**src/rtl/encrypt_arbiter.sv**
```systemverilog
// encrypt_arbiter: shares one 4-phase encrypt core between two 4-phase requesters.
// A requester is granted and its key/plaintext latched. One full core transaction
// runs, the ciphertext is captured into that requester's holding register, and
// the requester's handshake is then completed.
//
// Ports:
//   clk, rst_n             clock, asynchronous active-low reset
//   req0/ack0/k0/m0/c0     requester 0 (4-phase; c0 valid while ack0=1)
//   req1/ack1/k1/m1/c1     requester 1 (same as requester 0)
//   core_req/core_ack      4-phase handshake to the encrypt core
//   core_k/core_m/core_c   core key, plaintext and ciphertext
//
// Configuration macro: ENCRYPT_ARB_FIXED_PRIO_EN
//   defined   -> requester 0 always wins a tie (requester 1 may starve)
//   undefined -> round-robin tie break using the last-served pointer

`ifndef N_K
`define N_K 128
`endif
`ifndef N_B
`define N_B 128
`endif

module encrypt_arbiter #(
   parameter int unsigned N_K = `N_K,
   parameter int unsigned N_B = `N_B
) (
   input  logic           clk,
   input  logic           rst_n,
   // requester 0
   input  logic           req0,
   output logic           ack0,
   input  logic [N_K-1:0] k0,
   input  logic [N_B-1:0] m0,
   output logic [N_B-1:0] c0,
   // requester 1
   input  logic           req1,
   output logic           ack1,
   input  logic [N_K-1:0] k1,
   input  logic [N_B-1:0] m1,
   output logic [N_B-1:0] c1,
   // encrypt core
   output logic           core_req,
   input  logic           core_ack,
   output logic [N_K-1:0] core_k,
   output logic [N_B-1:0] core_m,
   input  logic [N_B-1:0] core_c
);

   typedef enum logic [1:0] {
      IDLE    = 2'd0,
      ISSUE   = 2'd1,
      RELEASE = 2'd2,
      RESPOND = 2'd3
   } state_t;

   state_t         state_q, state_d;
   logic           g_q, g_d;
   logic           last_q, last_d;
   logic           ack0_q, ack0_d;
   logic           ack1_q, ack1_d;
   logic           core_req_q, core_req_d;
   logic [N_K-1:0] core_k_q, core_k_d;
   logic [N_B-1:0] core_m_q, core_m_d;
   logic [N_B-1:0] c0_q, c0_d;
   logic [N_B-1:0] c1_q, c1_d;

   logic elig0, elig1, pick1, req_g;

   // State and output registers
   always_ff @(posedge clk or negedge rst_n) begin
      if (!rst_n) begin
         state_q    <= IDLE;
         g_q        <= 1'b0;
         last_q     <= 1'b1;
         ack0_q     <= 1'b0;
         ack1_q     <= 1'b0;
         core_req_q <= 1'b0;
         core_k_q   <= '0;
         core_m_q   <= '0;
         c0_q       <= '0;
         c1_q       <= '0;
      end else begin
         state_q    <= state_d;
         g_q        <= g_d;
         last_q     <= last_d;
         ack0_q     <= ack0_d;
         ack1_q     <= ack1_d;
         core_req_q <= core_req_d;
         core_k_q   <= core_k_d;
         core_m_q   <= core_m_d;
         c0_q       <= c0_d;
         c1_q       <= c1_d;
      end
   end

   // Next-state and output logic
   always_comb begin
      state_d    = state_q;
      g_d        = g_q;
      last_d     = last_q;
      ack0_d     = ack0_q;
      ack1_d     = ack1_q;
      core_req_d = core_req_q;
      core_k_d   = core_k_q;
      core_m_d   = core_m_q;
      c0_d       = c0_q;
      c1_d       = c1_q;

      // A requester already holding ack is finishing its own handshake, not asking anew
      elig0 = req0 & ~ack0_q;
      elig1 = req1 & ~ack1_q;
`ifdef ENCRYPT_ARB_FIXED_PRIO_EN
      pick1 = elig1 & ~elig0;
`else
      // On a tie, serve the requester that was not served last
      pick1 = elig1 & (~elig0 | ~last_q);
`endif
      req_g = g_q ? req1 : req0;

      case (state_q)
         IDLE: begin
            // core_ack may still be high after a mid-transaction reset
            if (!core_ack && (elig0 || elig1)) begin
               g_d        = pick1;
               core_k_d   = pick1 ? k1 : k0;
               core_m_d   = pick1 ? m1 : m0;
               core_req_d = 1'b1;
               state_d    = ISSUE;
            end
         end
         ISSUE: begin
            if (core_ack) begin
               if (g_q) c1_d = core_c;
               else     c0_d = core_c;
               core_req_d = 1'b0;
               state_d    = RELEASE;
            end
         end
         RELEASE: begin
            if (!core_ack) begin
               if (g_q) ack1_d = 1'b1;
               else     ack0_d = 1'b1;
               state_d = RESPOND;
            end
         end
         RESPOND: begin
            if (!req_g) begin
               if (g_q) ack1_d = 1'b0;
               else     ack0_d = 1'b0;
               last_d  = g_q;
               state_d = IDLE;
            end
         end
         default: state_d = IDLE;
      endcase
   end

   assign ack0     = ack0_q;
   assign ack1     = ack1_q;
   assign c0       = c0_q;
   assign c1       = c1_q;
   assign core_req = core_req_q;
   assign core_k   = core_k_q;
   assign core_m   = core_m_q;

endmodule

```
**config.mk**
```make
export PLATFORM = sky130hd
export DESIGN_NAME = encrypt_arbiter
export DESIGN_NICKNAME = d
export VERILOG_FILES = /design/src/rtl/encrypt_arbiter.sv
export SDC_FILE = /design/constraint.sdc
export NUM_CORES = 1
export LEC_CHECK = 0
export ABC_AREA = 0
export CORE_AREA = 2 2 457 459
export CTS_BUF_LIST = sky130_fd_sc_hd__clkbuf_4
export CTS_CLUSTER_SIZE = 40
export DETAILED_ROUTE_END_ITERATION = 16
export DIE_AREA = 0 0 459 461
export HOLD_SLACK_MARGIN = 0.12
export SYNTH_ARGS = -nofsm -noshare
export SYNTH_HDL_FRONTEND = slang
export SYNTH_SLANG_ARGS = --single-unit
```
**constraint.sdc**
```tcl
create_clock -name clk -period 2.6 [get_ports clk]
set_input_delay 0.26 -clock clk [delete_from_list [all_inputs] [get_ports clk]]
set_output_delay 0.26 -clock clk [all_outputs]
set_load 0.005 [all_outputs]
```
==> Word-level counts from Yosys, hierarchy flattened <==
Index checks and enable logic that the tools add are counted.
{ "word_totals": {"ff_bits": 519, "input_bits": 645, "out_inout_bits": 515, "wordCells": 66} }
{ "classes": {"bitwise": 10, "n_eq_ne": 11, "reduce_logical": 14, "mux": 21} }
{ "op_table": {"columns": ["cell", "n"], "rows": [
  ["$mux 128", 2],
  ["$ne 2x2->1 const B", 8],
  ["$mux 1", 11],
  ["$reduce_and 5->1", 2],
  ["$reduce_and 3->1", 3],
  ["$mux 2", 4],
  ["$pmux 2 s4", 1],
  ["$not 1->1", 6],
  ["$pmux 1 s2", 3],
  ["$eq 2x2->1 const B", 2],
  ["$reduce_and 2->1", 2],
  ["$reduce_and 4->1", 1],
  ["$reduce_bool 2->1", 2],
  ["$and 1x1->1", 3],
  ["$eq 2x1->1 const B", 1],
  ["$logic_not 2->1", 1],
  ["$logic_and 1x1->1", 1],
  ["$logic_not 1->1", 1],
  ["$logic_or 1x1->1", 1],
  ["$or 1x1->1", 1]
]} }

==> Logic depth before layout (Yosys ltp) <==
{ "depth": {"word_depth": 6, "ltp_mapped": 11, "mapped_depth_nobuf": 6} }

==> Worst setup path before layout <==
Ideal clock, no wire load.
{ "synth_path": {"kind": "register -> register", "startpoint": "reg state_q[0]", "endpoint": "reg g_q", "required_time_ns": 2.475, "arrival_time_ns": 1.762, "path_stages_with_launch": 10, "synth_period_minus_slack_ns": 1.888, "n_path_buf": 4, "setup_time_ns": 0.125, "setup_slack_ns": 0.712, "path_cell_list": "dfrtp_1 inv_1 ha_1 inv_1 a211o_1 buf_6 buf_6 buf_6 buf_6 mux2_4"} }
{ "synth_via": {"elab_chain_len": 2} }
{ "synth_rtl": {"columns": ["item", "line", "rtl"], "rows": [
  ["from (decl)", "57", "state_t state_q, state_d;"],
  ["from (signal assigned)", "84", "state_q <= state_d;"],
  ["$logic_not 2->1", "121", "case (state_q)"],
  ["$reduce_and 2->1 (no line)", null, null],
  ["to (signal assigned)", "85", "g_q <= g_d;"],
  ["to (decl)", "58", "logic g_q, g_d;"]
]} }
Every way passes these cells.
A chain may end at the register's enable or synchronous reset.

==> Final worst setup path <==
{ "layout_path": {"startpoint": "reg ack1_q, in the netlist ack1", "endpoint": "reg core_k_q[6], in the netlist core_k[6]"} }
{ "layout_via": {"elab_chain_len": 5, "word_cells_on_any_way": 7, "classes_between": "mux (1); bitwise (3); reduce/logical (3)"} }
{ "layout_rtl": {"columns": ["item", "line", "rtl"], "rows": [
  ["from (decl)", "61", "logic ack1_q, ack1_d;"],
  ["from (signal assigned)", "88", "ack1_q <= ack1_d;"],
  ["$not 1->1 *", "112", "elig1 = req1 & ~ack1_q;"],
  ["$and 1x1->1 *", "112", null],
  ["$logic_or 1x1->1", "124", "if (!core_ack && (elig0 || elig1)) begin"],
  ["$logic_and 1x1->1", "124", null],
  ["$reduce_and 2->1 (no line)", null, null],
  ["to (signal assigned)", "90", "core_k_q <= core_k_d;"],
  ["to (decl)", "63", "logic [N_K-1:0] core_k_q, core_k_d;"]
]} }
Every way passes the cells marked *; elsewhere a longest branch is shown, timed or not.

==> run metrics <==
CTS buffer count 154; Max Fanout on Critical Path 19; Mapped Avg Cell Area 12.7 um2; Flop pwr share 33.6%; grt total ovfl 0; critical setup path kind reg2reg; CTS root buf clkbuf_4; share of cells above drive strength 1 15.2%; status finished, final reports clean; I/O pin count 1160; Leak 20.0 nW; gp weighted congestion 0.886; Post-Syn Area 21600 um2; Worst Hold Class in2reg; Worst Setup Start Kind flop; Reg clk slew, reported paths 0.07 ns; register area share after synthesis 60.1%; Die Area 212000 um2; Row Count 167; sw frac 35.0%; drt total wl 152000 um; Synth Register Bits 519; Initial Utilization 10.5%; crit-path max cell delay 0.60 ns; CP top delay family buffers and inverters; fmax 387 MHz; die height 461 um; clock buffer depth 3; core area 206000 um2; clock sink count 519; Clk network pwr share 18.8%; Max-slew headroom 59.6%; Syn Inst Count 1700; GRT Total Usage 13.6%; Ys Warns 0; top post-synthesis cells by area dfrtp_1, mux2_2, mux2i_1; Setup crit end kind flop; Layout Nets 4629; clock latency on the worst-skew pair 1.10 ns; Pint 27.9 mW; crit path cell chain nand2b_4 > a31oi_4 > buf_12 > buf_12 > buf_12 > mux2i_1 > dlygate4sd3_1 > o21ai_0; share of the synthesized area in the top cell type 60.0%; vias in the first global route 25335; Via density 3.49; Post-Route Utilization 23.6%; First-pass DRT Iterations 5; Finish-stage setup viols 0; unique cell type count in the Yosys netlist 29; Critical Path AT 3.54 ns; initial antenna violation count 125; min Tclk post-route 2.58 ns; worst path bufs/invs 4; drt drc 0; RSZ-0062 raised after global routing true; Final Hold Fails 0; Final HPWL DP 114000 um; net count after synthesis 2349; setup_tns 0 ns; Critical Path RT 3.55 ns; largest net degree at the start of global routing 103; first-pass GRT wire length 199000 um; Layout Area Growth over Synthesis 126%; DRT iter0 DRCs 982; via count of the routed design 23927; most frequent CP cell buf_12; WL/cell 22.2 um; Final period util 99.4%; maxcap violations 0; Pwr Total 42.9 mW; Critical Path Start ack1$_DFFE_PN0P_; Worst-Margin Slew 0.607 ns; r2r startpoint ack1$_DFFE_PN0P_; Die X 459 um; CTS tree built; Synth area leader dfrtp_1; slowest cell on the critical path dlygate4sd3_1; PwrDens 879 nW/um2; VDD IR-drop max 0.000434 V; Sw Pwr 15.0 mW; # H-tree levels 4; Clock Skew 0.0748 ns; ANT nets after route 0; min-delay src m1[123]; # fillers 21655; I/O Buffers 1159; Slew Limit Fails 0; Logic pwr share 47.5%
## worst paths after layout
path | end | slack (ns) | cells past startpoint
max in group asynchronous | core_k[101]$_DFFE_PN0P_ | 1.31 | 6
min in group asynchronous | c1[34]$_DFFE_PN0P_ | 0.45 | 4
max reg2reg | core_k[6]$_DFFE_PN0P_ | 0.02 | 8
max | core_k[6]$_DFFE_PN0P_ | 0.02 | 8
min | core_m[123]$_DFFE_PN0P_ | 0.39 | 4
min reg2reg | core_k[22]$_DFFE_PN0P_ | 0.47 | 2
## stage by stage
stage	instance area, um2	cells	setup WS, ns	hold slack [ns]
floorplan	21600	1700	0.712	-0.0356
global placement	36900	5541	0.149	0.307
detailed placement	36900	5541	0.0971	0.313
CTS	48500	6787	0.00169	0.121
global route	48700	6828	-0.0513	0.178
finish	48800	6847	0.0155	0.386
## final cells by class
type | count | area (um2) | area share [%]
multi-input cells | 1060 | 8010 | 16.4
clock inverters | 57 | 318 | 0.651
flip-flops and latches | 519 | 13000 | 26.6
inverters | 5 | 18.8 | 0.0385
well taps | 2704 | 3380 | 6.93
diodes | 49 | 123 | 0.251
clock buffers | 213 | 1600 | 3.28
repair buffers | 2240 | 22300 | 45.8
## cells in the mapped netlist (all sizes together)
| cell type | n |
|---|---|
| a211o | 1 |
| a21o | 1 |
| a21oi | 5 |
| a221o | 1 |
| a31oi | 1 |
| buf | 77 |
| clkbuf | 39 |
| dfrtp | 518 |
| dfstp | 1 |
| ha | 4 |
| inv | 5 |
| mux2 | 259 |
| mux2i | 256 |
| nand2 | 259 |
| nand2b | 3 |
| nand3 | 1 |
| nor2 | 3 |
| nor2b | 2 |
| nor3 | 1 |
| nor3b | 1 |
| o21ai | 259 |
| o21ba | 1 |
| o32a | 1 |
| or2 | 1 |
## worst reg2reg max path: cells and delay by family, from the launching register on
family | cells | cell delay [ns]
buf+inv | 4 | 1.26
flops | 1 | 0.43
compound gates | 2 | 0.32
mux | 1 | 0.24
simple gates | 1 | 0.20
## repair_timing
action,4_1_cts,5_1_grt
buffers inserted,1,7
hold buffers,975,0
endpoints found under the hold margin,1038,0
gates resized for setup,121,10
setup endpoints to repair,105,94
cloned,0,4
## sequential cells by signal, indices dropped and copies added (netlist names)
register / cells
c0: 128
c1: 128
core_k: 128
core_m: 128
state_q: 2
ack0: 1
ack1: 1
core_req: 1
g_q: 1
last_q: 1
## power groups by stage
stage	clock, mW	sequential [mW]	combinational, mW
after global placement	0	14.3	18.4
final	8.07	14.4	20.4
after CTS	8.48	14.3	20.1
after detailed placement	0	14.4	18.6
after floorplan	0	14.3	5.43
after global routing	8.90	14.9	21.7
## cell families (layout without fill, tap and decap cells)
family / after synthesis / after routing / share of synthesized area, %
flip-flops: 519 / 519 / 60.1
multiplexers: 515 / 515 / 25.4
AND/OR/NAND/NOR: 271 / 271 / 4.84
AO/OA/AOI/OAI: 270 / 270 / 6.36
buffers and inverters: 121 / 2515 / 3.05
adder cells (fa/ha/maj): 4 / 4 / 0.232
other: 0 / 49 / 0
## routing by layer
layer  GRT usage (%)  vias to the layer above  routed length, um
li1                -                    10641                  -
met1            15.0                    11521              58200
met2            22.1                     1272              69400
met3            6.19                      405              15600
met4            6.52                       88               7910
met5               0                        -                598
## cell usage in the layout, fill, tap and decap left out, drive strengths merged, types with 2 or more instances in the layout
master	count
bufinv	2
dfrtp	518
ha	4
nor2b	2
buf	107
nand2b	3
clkdlybuf4s50	1052
clkinvlp	3
mux2	259
inv	9
nor2	3
dlygate4sd2	98
o21ai	259
a21oi	5
mux2i	256
dlygate4sd3	974
clkdlybuf4s15	6
clkinv	48
diode	49
nand2	259
clkbuf	216
Note: power is estimated with default switching activity, not from simulation.
